`config.mk`:
```
export PLATFORM = sky130hd
export DESIGN_NAME = hs32_ahb_arb
export DESIGN_NICKNAME = d
export VERILOG_FILES = /design/src/rtl/hs32_ahb_arb.sv
export SDC_FILE = /design/constraint.sdc
export NUM_CORES = 1
export LEC_CHECK = 0
export ABC_AREA = 1
export BUFFER_PORTS_ARGS = -buffer_cell sky130_fd_sc_hd__buf_2
export CORE_AREA = 2 2 120 122
export DETAILED_ROUTE_END_ITERATION = 10
export DIE_AREA = 0 0 122 124
export GPL_TIMING_DRIVEN = 0
export PLACE_DENSITY = 0.68
export RECOVER_POWER = 100
export REMOVE_ABC_BUFFERS = 1
export SYNTH_ARGS = -nofsm -noshare
export SYNTH_HDL_FRONTEND = slang
export SYNTH_SLANG_ARGS = --single-unit
```
`constraint.sdc`:
```
create_clock -name clk -period 2.45 [get_ports clk]
set_clock_uncertainty 0.2 [all_clocks]
set_input_delay 0.3675 -clock clk [delete_from_list [all_inputs] [get_ports clk]]
set_output_delay 0.3675 -clock clk [all_outputs]
set_load 0.05 [all_outputs]
```
`src/rtl/hs32_ahb_arb.sv`:
```
// Two-master AHB-lite arbiter. m0 (LSU) and m1 (instruction fetch) share one slave bus.
// One master's address phase overlaps the other's data phase, and m1 starvation is bounded.
module hs32_ahb_arb #(
    parameter int MAX_STARVE = 4
) (
    input  logic        clk,
    input  logic        reset,
    input  logic [31:0] m0_HADDR_i,
    input  logic [1:0]  m0_HTRANS_i,
    input  logic        m0_HWRITE_i,
    input  logic [2:0]  m0_HSIZE_i,
    input  logic [31:0] m0_HWDATA_i,
    output logic        m0_HREADY_o,
    output logic        m0_HRESP_o,
    output logic [31:0] m0_HRDATA_o,
    input  logic [31:0] m1_HADDR_i,
    input  logic [1:0]  m1_HTRANS_i,
    input  logic        m1_HWRITE_i,
    input  logic [2:0]  m1_HSIZE_i,
    input  logic [31:0] m1_HWDATA_i,
    output logic        m1_HREADY_o,
    output logic        m1_HRESP_o,
    output logic [31:0] m1_HRDATA_o,
    output logic [31:0] HADDR_o,
    output logic        HWRITE_o,
    output logic [2:0]  HSIZE_o,
    output logic [1:0]  HTRANS_o,
    output logic [31:0] HWDATA_o,
    input  logic        HREADY_i,
    input  logic        HRESP_i,
    input  logic [31:0] HRDATA_i
);
    localparam int SW = $clog2(MAX_STARVE + 2);
    localparam logic [SW-1:0] STARVE_MAX = SW'(MAX_STARVE);
    localparam logic [1:0] HTRANS_IDLE   = 2'b00;
    localparam logic [1:0] HTRANS_NONSEQ = 2'b10;

    typedef enum logic [1:0] {
        ST_IDLE = 2'b00,
        ST_PEND = 2'b01,
        ST_DATA = 2'b10
    } mst_state_e;

    mst_state_e    st_r     [2];
    logic [31:0]   haddr_r  [2];
    logic          hwrite_r [2];
    logic [2:0]    hsize_r  [2];
    logic          lock_r;
    logic          lock_id_r;
    logic          owner_valid_r;
    logic          owner_id_r;
    logic [SW-1:0] starve_r;

    logic [1:0]    req_s;
    logic [1:0]    ready_s;
    logic [1:0]    pend_s;
    logic [1:0]    capture_s;
    logic          grant_valid_s;
    logic          grant_id_s;
    logic          accept_s;
    logic [31:0]   addr_in_s  [2];
    logic          write_in_s [2];
    logic [2:0]    size_in_s  [2];

    function automatic logic is_request(input logic [1:0] htrans);
        return (htrans == 2'b10) || (htrans == 2'b11);
    endfunction

    assign addr_in_s[0]  = m0_HADDR_i;
    assign addr_in_s[1]  = m1_HADDR_i;
    assign write_in_s[0] = m0_HWRITE_i;
    assign write_in_s[1] = m1_HWRITE_i;
    assign size_in_s[0]  = m0_HSIZE_i;
    assign size_in_s[1]  = m1_HSIZE_i;
    assign req_s         = {is_request(m1_HTRANS_i), is_request(m0_HTRANS_i)};

    // Per-master ready strobe, pending flag and capture decode
    always_comb begin
        ready_s = 2'b00;
        pend_s  = 2'b00;
        for (int n = 0; n < 2; n++) begin
            case (st_r[n])
                ST_IDLE: ready_s[n] = 1'b1;
                ST_PEND: pend_s[n]  = 1'b1;
                ST_DATA: ready_s[n] = HREADY_i;
                default: ready_s[n] = 1'b0;
            endcase
        end
        capture_s = ready_s & req_s;
    end

    // Grant selection: a locked presentation wins, otherwise priority with starvation override
    always_comb begin
        grant_valid_s = 1'b0;
        grant_id_s    = 1'b0;
        if (lock_r) begin
            grant_valid_s = 1'b1;
            grant_id_s    = lock_id_r;
        end else if (pend_s == 2'b11) begin
            grant_valid_s = 1'b1;
            grant_id_s    = (starve_r == STARVE_MAX);
        end else if (pend_s != 2'b00) begin
            grant_valid_s = 1'b1;
            grant_id_s    = pend_s[1];
        end else begin
            grant_valid_s = 1'b0;
            grant_id_s    = 1'b0;
        end
        accept_s = grant_valid_s & HREADY_i;
    end

    // Shared slave bus drive from the granted hold register and the data-phase owner
    always_comb begin
        HTRANS_o = HTRANS_IDLE;
        HADDR_o  = 32'h0;
        HWRITE_o = 1'b0;
        HSIZE_o  = 3'b000;
        HWDATA_o = 32'h0;
        if (grant_valid_s) begin
            HTRANS_o = HTRANS_NONSEQ;
            HADDR_o  = haddr_r[grant_id_s];
            HWRITE_o = hwrite_r[grant_id_s];
            HSIZE_o  = hsize_r[grant_id_s];
        end else begin
            HTRANS_o = HTRANS_IDLE;
        end
        if (owner_valid_r) begin
            HWDATA_o = owner_id_r ? m1_HWDATA_i : m0_HWDATA_i;
        end else begin
            HWDATA_o = 32'h0;
        end
    end

    assign m0_HREADY_o = ready_s[0];
    assign m1_HREADY_o = ready_s[1];
    assign m0_HRESP_o  = owner_valid_r & ~owner_id_r & HRESP_i;
    assign m1_HRESP_o  = owner_valid_r & owner_id_r & HRESP_i;
    assign m0_HRDATA_o = HRDATA_i;
    assign m1_HRDATA_o = HRDATA_i;

    // Master FSMs and address-phase hold registers
    always_ff @(posedge clk) begin
        if (reset) begin
            for (int n = 0; n < 2; n++) begin
                st_r[n]     <= ST_IDLE;
                haddr_r[n]  <= 32'h0;
                hwrite_r[n] <= 1'b0;
                hsize_r[n]  <= 3'b000;
            end
        end else begin
            for (int n = 0; n < 2; n++) begin
                case (st_r[n])
                    ST_IDLE: if (capture_s[n]) st_r[n] <= ST_PEND;
                    ST_PEND: if (accept_s && (grant_id_s == 1'(n))) st_r[n] <= ST_DATA;
                    ST_DATA: if (HREADY_i) st_r[n] <= capture_s[n] ? ST_PEND : ST_IDLE;
                    default: st_r[n] <= ST_IDLE;
                endcase
                if (capture_s[n]) begin
                    haddr_r[n]  <= addr_in_s[n];
                    hwrite_r[n] <= write_in_s[n];
                    hsize_r[n]  <= size_in_s[n];
                end
            end
        end
    end

    // Grant lock, data-phase owner and m1 starvation counter
    always_ff @(posedge clk) begin
        if (reset) begin
            lock_r        <= 1'b0;
            lock_id_r     <= 1'b0;
            owner_valid_r <= 1'b0;
            owner_id_r    <= 1'b0;
            starve_r      <= '0;
        end else begin
            // A presentation the slave stalls must be held unchanged on the next cycle
            lock_r    <= grant_valid_s & ~HREADY_i;
            lock_id_r <= grant_id_s;
            if (accept_s) begin
                owner_valid_r <= 1'b1;
                owner_id_r    <= grant_id_s;
            end else if (HREADY_i) begin
                owner_valid_r <= 1'b0;
            end
            if (accept_s) begin
                if (grant_id_s) begin
                    starve_r <= '0;
                end else if ((st_r[1] == ST_PEND) && (starve_r != STARVE_MAX)) begin
                    starve_r <= starve_r + SW'(1);
                end
            end
        end
    end
endmodule

```
# Yosys cells after proc, flatten, opt, wreduce, memory -nomap -nowiden
# Memory sizes are Yosys's and may differ from the RTL's.
# Index checks and enable logic that the tools add are counted.
dict set report word_totals {
  register_bits 7
  out_inout_bits 138
  word_cells 129
  mem_bits_rw 76
  in_bits 176
  n_memories 4
}
dict set report classes {
  n_reduce_logical 13
  eq_ne 11
  bitwise 24
  n_mux 71
  addsub 1
}
# memory words width read_ports rd_ports_with_merged_regs wr line_no
set memory_table {}
lappend memory_table {haddr_r 2 32 1 0 2 45} ;# logic [31:0] haddr_r [2];
lappend memory_table {hsize_r 2 3 1 0 2 47} ;# logic [2:0] hsize_r [2];
lappend memory_table {st_r 2 2 2 0 2 44} ;# mst_state_e st_r [2];
lappend memory_table {hwrite_r 2 1 1 0 2 46} ;# logic hwrite_r [2];
# cell n
set op_table {}
lappend op_table {{2-to-1 mux 32 bit} 5}
lappend op_table {{2-to-1 mux 1 bit} 50}
lappend op_table {{2-to-1 mux 2 bit} 9}
lappend op_table {{2-to-1 mux 3 bit} 5}
lappend op_table {{equality test 2 bit, second input constant} 7}
lappend op_table {{bitwise OR 1 bit} 14}
lappend op_table {{bitwise AND 1 bit} 6}
lappend op_table {{nonzero test 2 bit} 3}
lappend op_table {{OR reduction 3 bit} 2}
lappend op_table {{equality test 2 x 1 -> 1 bit, second input constant} 2}
lappend op_table {{zero test 2 bit} 2}
lappend op_table {{one-hot mux 1 bit (2 select lines)} 2}
lappend op_table {{adder 3 x 1 -> 3 bit, second input constant} 1}
lappend op_table {{equality test 3 bit, second input constant} 1}
lappend op_table {{logical AND 1 bit} 3}
lappend op_table {{inequality test 3 bit, second input constant} 1}
lappend op_table {{inverter 1 bit} 3}
lappend op_table {{bitwise AND 2 bit} 1}
lappend op_table {{logical OR 1 bit} 2}
lappend op_table {{AND reduction 2 bit} 1}

# Logic depth before layout (Yosys ltp)
dict set report depth {
  ltp_word 15
  ltp_mapped 12
  mapped_depth_nobuf 11
}

# Worst setup path before layout
# Ideal clock, no wire load.
dict set report synth_timing {
  kind {flip-flop to flip-flop}
  start {mem st_r[0][1] (netlist bit)}
  end {mem haddr_r[0][0] (enable)}
  stages_incl_launch_ff 4
  path_buffers 0
  required_ns 1.856
  period_less_slack_ns 2.548
  setup_time_ns 0.394
  setup_slack_ns -0.098
  arrival_time_ns 1.955
  path_cell_list {edfxtp_1 -> a21oi_2 -> nand3_1 -> nand2_1}
}
# item line_no
set synth_lines {}
lappend synth_lines {{from (decl)} 44}
lappend synth_lines {{to (decl)} 45}

# Worst setup path in the final report
dict set report layout_timing {
  start {reg starve_r[0]}
  end {out HADDR_o[17]}
}
dict set report layout_via {
  elab_chain_cells 5
}
# item line_no
set layout_lines {}
lappend layout_lines {{from (decl)} 52} ;# logic [SW-1:0] starve_r;
lappend layout_lines {{from (signal assigned)} 189} ;# starve_r <= starve_r + SW'(1);
lappend layout_lines {{equality test 3 bit} 101} ;# grant_id_s = (starve_r == STARVE_MAX);
lappend layout_lines {{2-to-1 mux 1 bit} 99} ;# end else if (pend_s == 2'b11) begin
lappend layout_lines {{2-to-1 mux 1 bit} 96} ;# if (lock_r) begin
lappend layout_lines {{memory read (2 x 32 bit)} --}
lappend layout_lines {{2-to-1 mux 32 bit} 119} ;# if (grant_valid_s) begin
lappend layout_lines {{to (decl)} 24} ;# output logic [31:0] HADDR_o,
# No other way between the ends.

==> reports/metrics.cfg <==
[yosys]
synth_compound_area_frac = 0.0813
syn_inst = 613
syn-mean-instance-area_um2 = 8.03
ys_types = 25
syn-cell-area_um2 = 4920
synth_top_family_by_area = buffers and inverters
yosysSeqAreaShare = 0.492
synthXorXnorAreaFrac = 0.00178
synth_top_area_frac = 0.464
synth-seq-cells = 83
synthAdderAreaFrac = 0.00508
yosysTopAreaCell = edfxtp_1
synthMuxAreaShare = 0.00203
yosys_warnings = 0
synth.top_cells.by_area = edfxtp_1, nor2_1, buf_4
synth_simple_gate_area_frac = 0.203

[placement]
hpwl_um = 10600
gp_congestion = 0.728
io_buffers = 214

[route]
wl_um = 16500
avgViaCountPerCell = 4.67
wl_per_cell_um = 17.2
firstDrtPassIters = 6
vias = 4496
drc = 0
drt_iter0_drc = 140
final_antenna_net_count = 0

[timing]
setup_viol = 4
holdWs_ns = 0.0803
fin_crit_sh = 1.00
worst_slack_ns = -0.00716
hold_violations = 0
fin_crit_ns = 2.46
slew_violations = 0
relSlewSlack = 0.523
tightest_slew_ns = 0.715
rsz0062_at_grt = yes
fmax_mhz = 407

[pwr]
pwr-share-seq = 0.312
power_density_nw_per_um2 = 885
finalPower_w = 0.00588
power_switching_w = 0.00245
p_leak_nw = 3.40
p_clk_frac = 0.233
switching_share = 0.417
ir_drop_uv = 496
p_comb_frac = 0.455
p_int_w = 0.00343

[clocking]
htree_levels = 3
cts_sinks = 83
clk_latency_ns = 0.34
cts_tree = yes
cts.path.max_buffers = 2
cts_inserted_buffers = 9
clk_pin_slew_ns = 0.06
holdBufCountCts = 0
cts-root-buf = clkbuf_16

[outcome]
violations = setup timing
outcome = finished, violations left

[global_routing]
antenna_found_initial = 3
grt_max_degree = 73
grt_first_pass_wirelength_um = 23000
track_usage = 0.209
overflow = 0
grt_pass1_vias = 4167

[floorplanning]
initial_core_util = 0.359
die-area_um2 = 15100
io_pins = 314
die_y_um = 124
num_rows = 43
fp.dieW_um = 122
core_area_um2 = 13700

[hold_path]
hold_class = in2reg

[job]
cap_violations = 0

[critical_path]
cp-start-kind = flop
endpoint_kind = primary output
critPathArrivalTime_ns = 1.89
required_ns = 1.88
crit_type = reg2out
cp_max_fo = 6

[layout]
multi_input_area_um2 = 1730
seqCellArea_um2 = 2430
finalNetCount = 953
final.fill_count = 1318
synthToLayoutAreaGrowth_pct = 34.9
drive_above_1_share = 0.397

==> layout make-up <==
class                      count  share of cell area
timing repair inverter         1             0.00113
clock buffer                   9              0.0339
multi-input combinational    345               0.261
antenna                        2            0.000754
tap                          180              0.0339
timing repair buffer         241               0.238
sequential                    83               0.366
inverter                      94              0.0543
clock inverter                 7              0.0111
==> final timing paths <==
check / start / to / slack [ns] / cells past startpoint
worst min register to register: owner_valid_r / owner_valid_r / 0.28 / 2
worst max-delay path: starve_r[0] / HADDR_o[17] / -0.007 / 10
worst max register to register: st_r[0][0] / st_r[0][0] / 0.16 / 9
worst min-delay path: reset / owner_id_r / 0.08 / 2
==> routing by layer <==
metal  part of all wire  GRT usage
met5             0.0079     0.0451
met4              0.013     0.0532
met3               0.15      0.137
met2               0.45      0.328
met1               0.38      0.233
==> critical path: stages, from the launching register on <==
cell and delay [ns]:
dfxtp_2 0.34, inv_2 0.05, ha_4 0.16, nand2_4 0.06
nand3_4 0.07, a21oi_4 0.21, buf_6 0.17, buf_12 0.15
nor2_2 0.04, nor2_2 0.12, buf_6 0.17
==> through the flow <==
step	cell area (µm²)	utilization	worst slack, ns	std cells	TNS (ns)
after global placement	5520	0.402	-1.18	911	-98.20
after CTS	6440	0.470	-0.0546	954	-0.311
final	6640	0.484	-0.00716	962	-0.0109
after detailed placement	5600	0.408	-0.550	914	-29.58
after floorplan	4220	-	-0.694	517	-28.50
after global routing	6640	0.484	-0.116	961	-2.71
==> Yosys cell counts, drive strengths merged <==
library cell	count
nor2	150
inv	93
nand2	87
buf	84
edfxtp	76
a21oi	39
o21ai	38
clkbuf	12
nand3	12
dfxtp	7
nand4	4
nor3	4
ha	2
clkinv	1
conb	1
mux2i	1
o211ai	1
xor2	1
==> cells in the final DEF (no fill, tap or decap), types with 3 or more instances in the layout <==
cell type / synthesis / final
nor2_4: 0 / 9
a21oi_1: 37 / 37
o21ai_0: 18 / 12
nand2_1: 87 / 81
nor3_1: 4 / 4
o21ai_1: 20 / 20
buf_8: 0 / 3
buf_12: 0 / 4
nand3_1: 12 / 10
clkbuf_16: 0 / 10
o21ai_2: 0 / 6
nand2_8: 0 / 3
dfxtp_1: 7 / 4
nand2_4: 0 / 5
nand3_4: 0 / 3
buf_2: 5 / 178
buf_6: 10 / 35
edfxtp_1: 76 / 76
nand4_1: 4 / 4
inv_2: 5 / 6
buf_4: 69 / 19
nor2_1: 149 / 130
inv_1: 88 / 85
nor2_2: 1 / 11
==> kinds of logic (layout without fill, tap and decap cells) <==
kind of cell | Yosys count | after routing
other cells | 1 | 3
buf+inv | 190 | 352
fa+ha+maj | 2 | 2
xor+xnor | 1 | 1
mux | 1 | 1
compound gates | 78 | 78
flops | 83 | 83
simple gates | 257 | 262
==> repair_timing <==
action                                  in CTS  in global routing
resized for setup                           98                 58
setup buffers                               17                  7
endpoints found under the setup margin      78                129
gates cloned                                 7                  1
pin swaps                                   24                 30
==> power groups by stage <==
| stage | Sequential [W] | Combinational, W | Clock (W) |
|---|---|---|---|
| 2_1_floorplan | 0.00183 | 0.00145 | 0 |
| 3_3_place_gp | 0.00185 | 0.00201 | 0 |
| 3_5_place_dp | 0.00185 | 0.00205 | 0 |
| 4_1_cts | 0.00183 | 0.00253 | 0.00139 |
| 5_1_grt | 0.00185 | 0.00286 | 0.00145 |
| 6_report | 0.00183 | 0.00268 | 0.00137 |
==> sequential cells by signal, indices dropped and copies added (netlist names) <==
signal and count:
haddr_r 64, hsize_r 6, st_r 4, starve_r 3, hwrite_r 2, lock_id_r 1
lock_r 1, owner_id_r 1, owner_valid_r 1
Note: power is estimated with default switching activity, not from simulation.
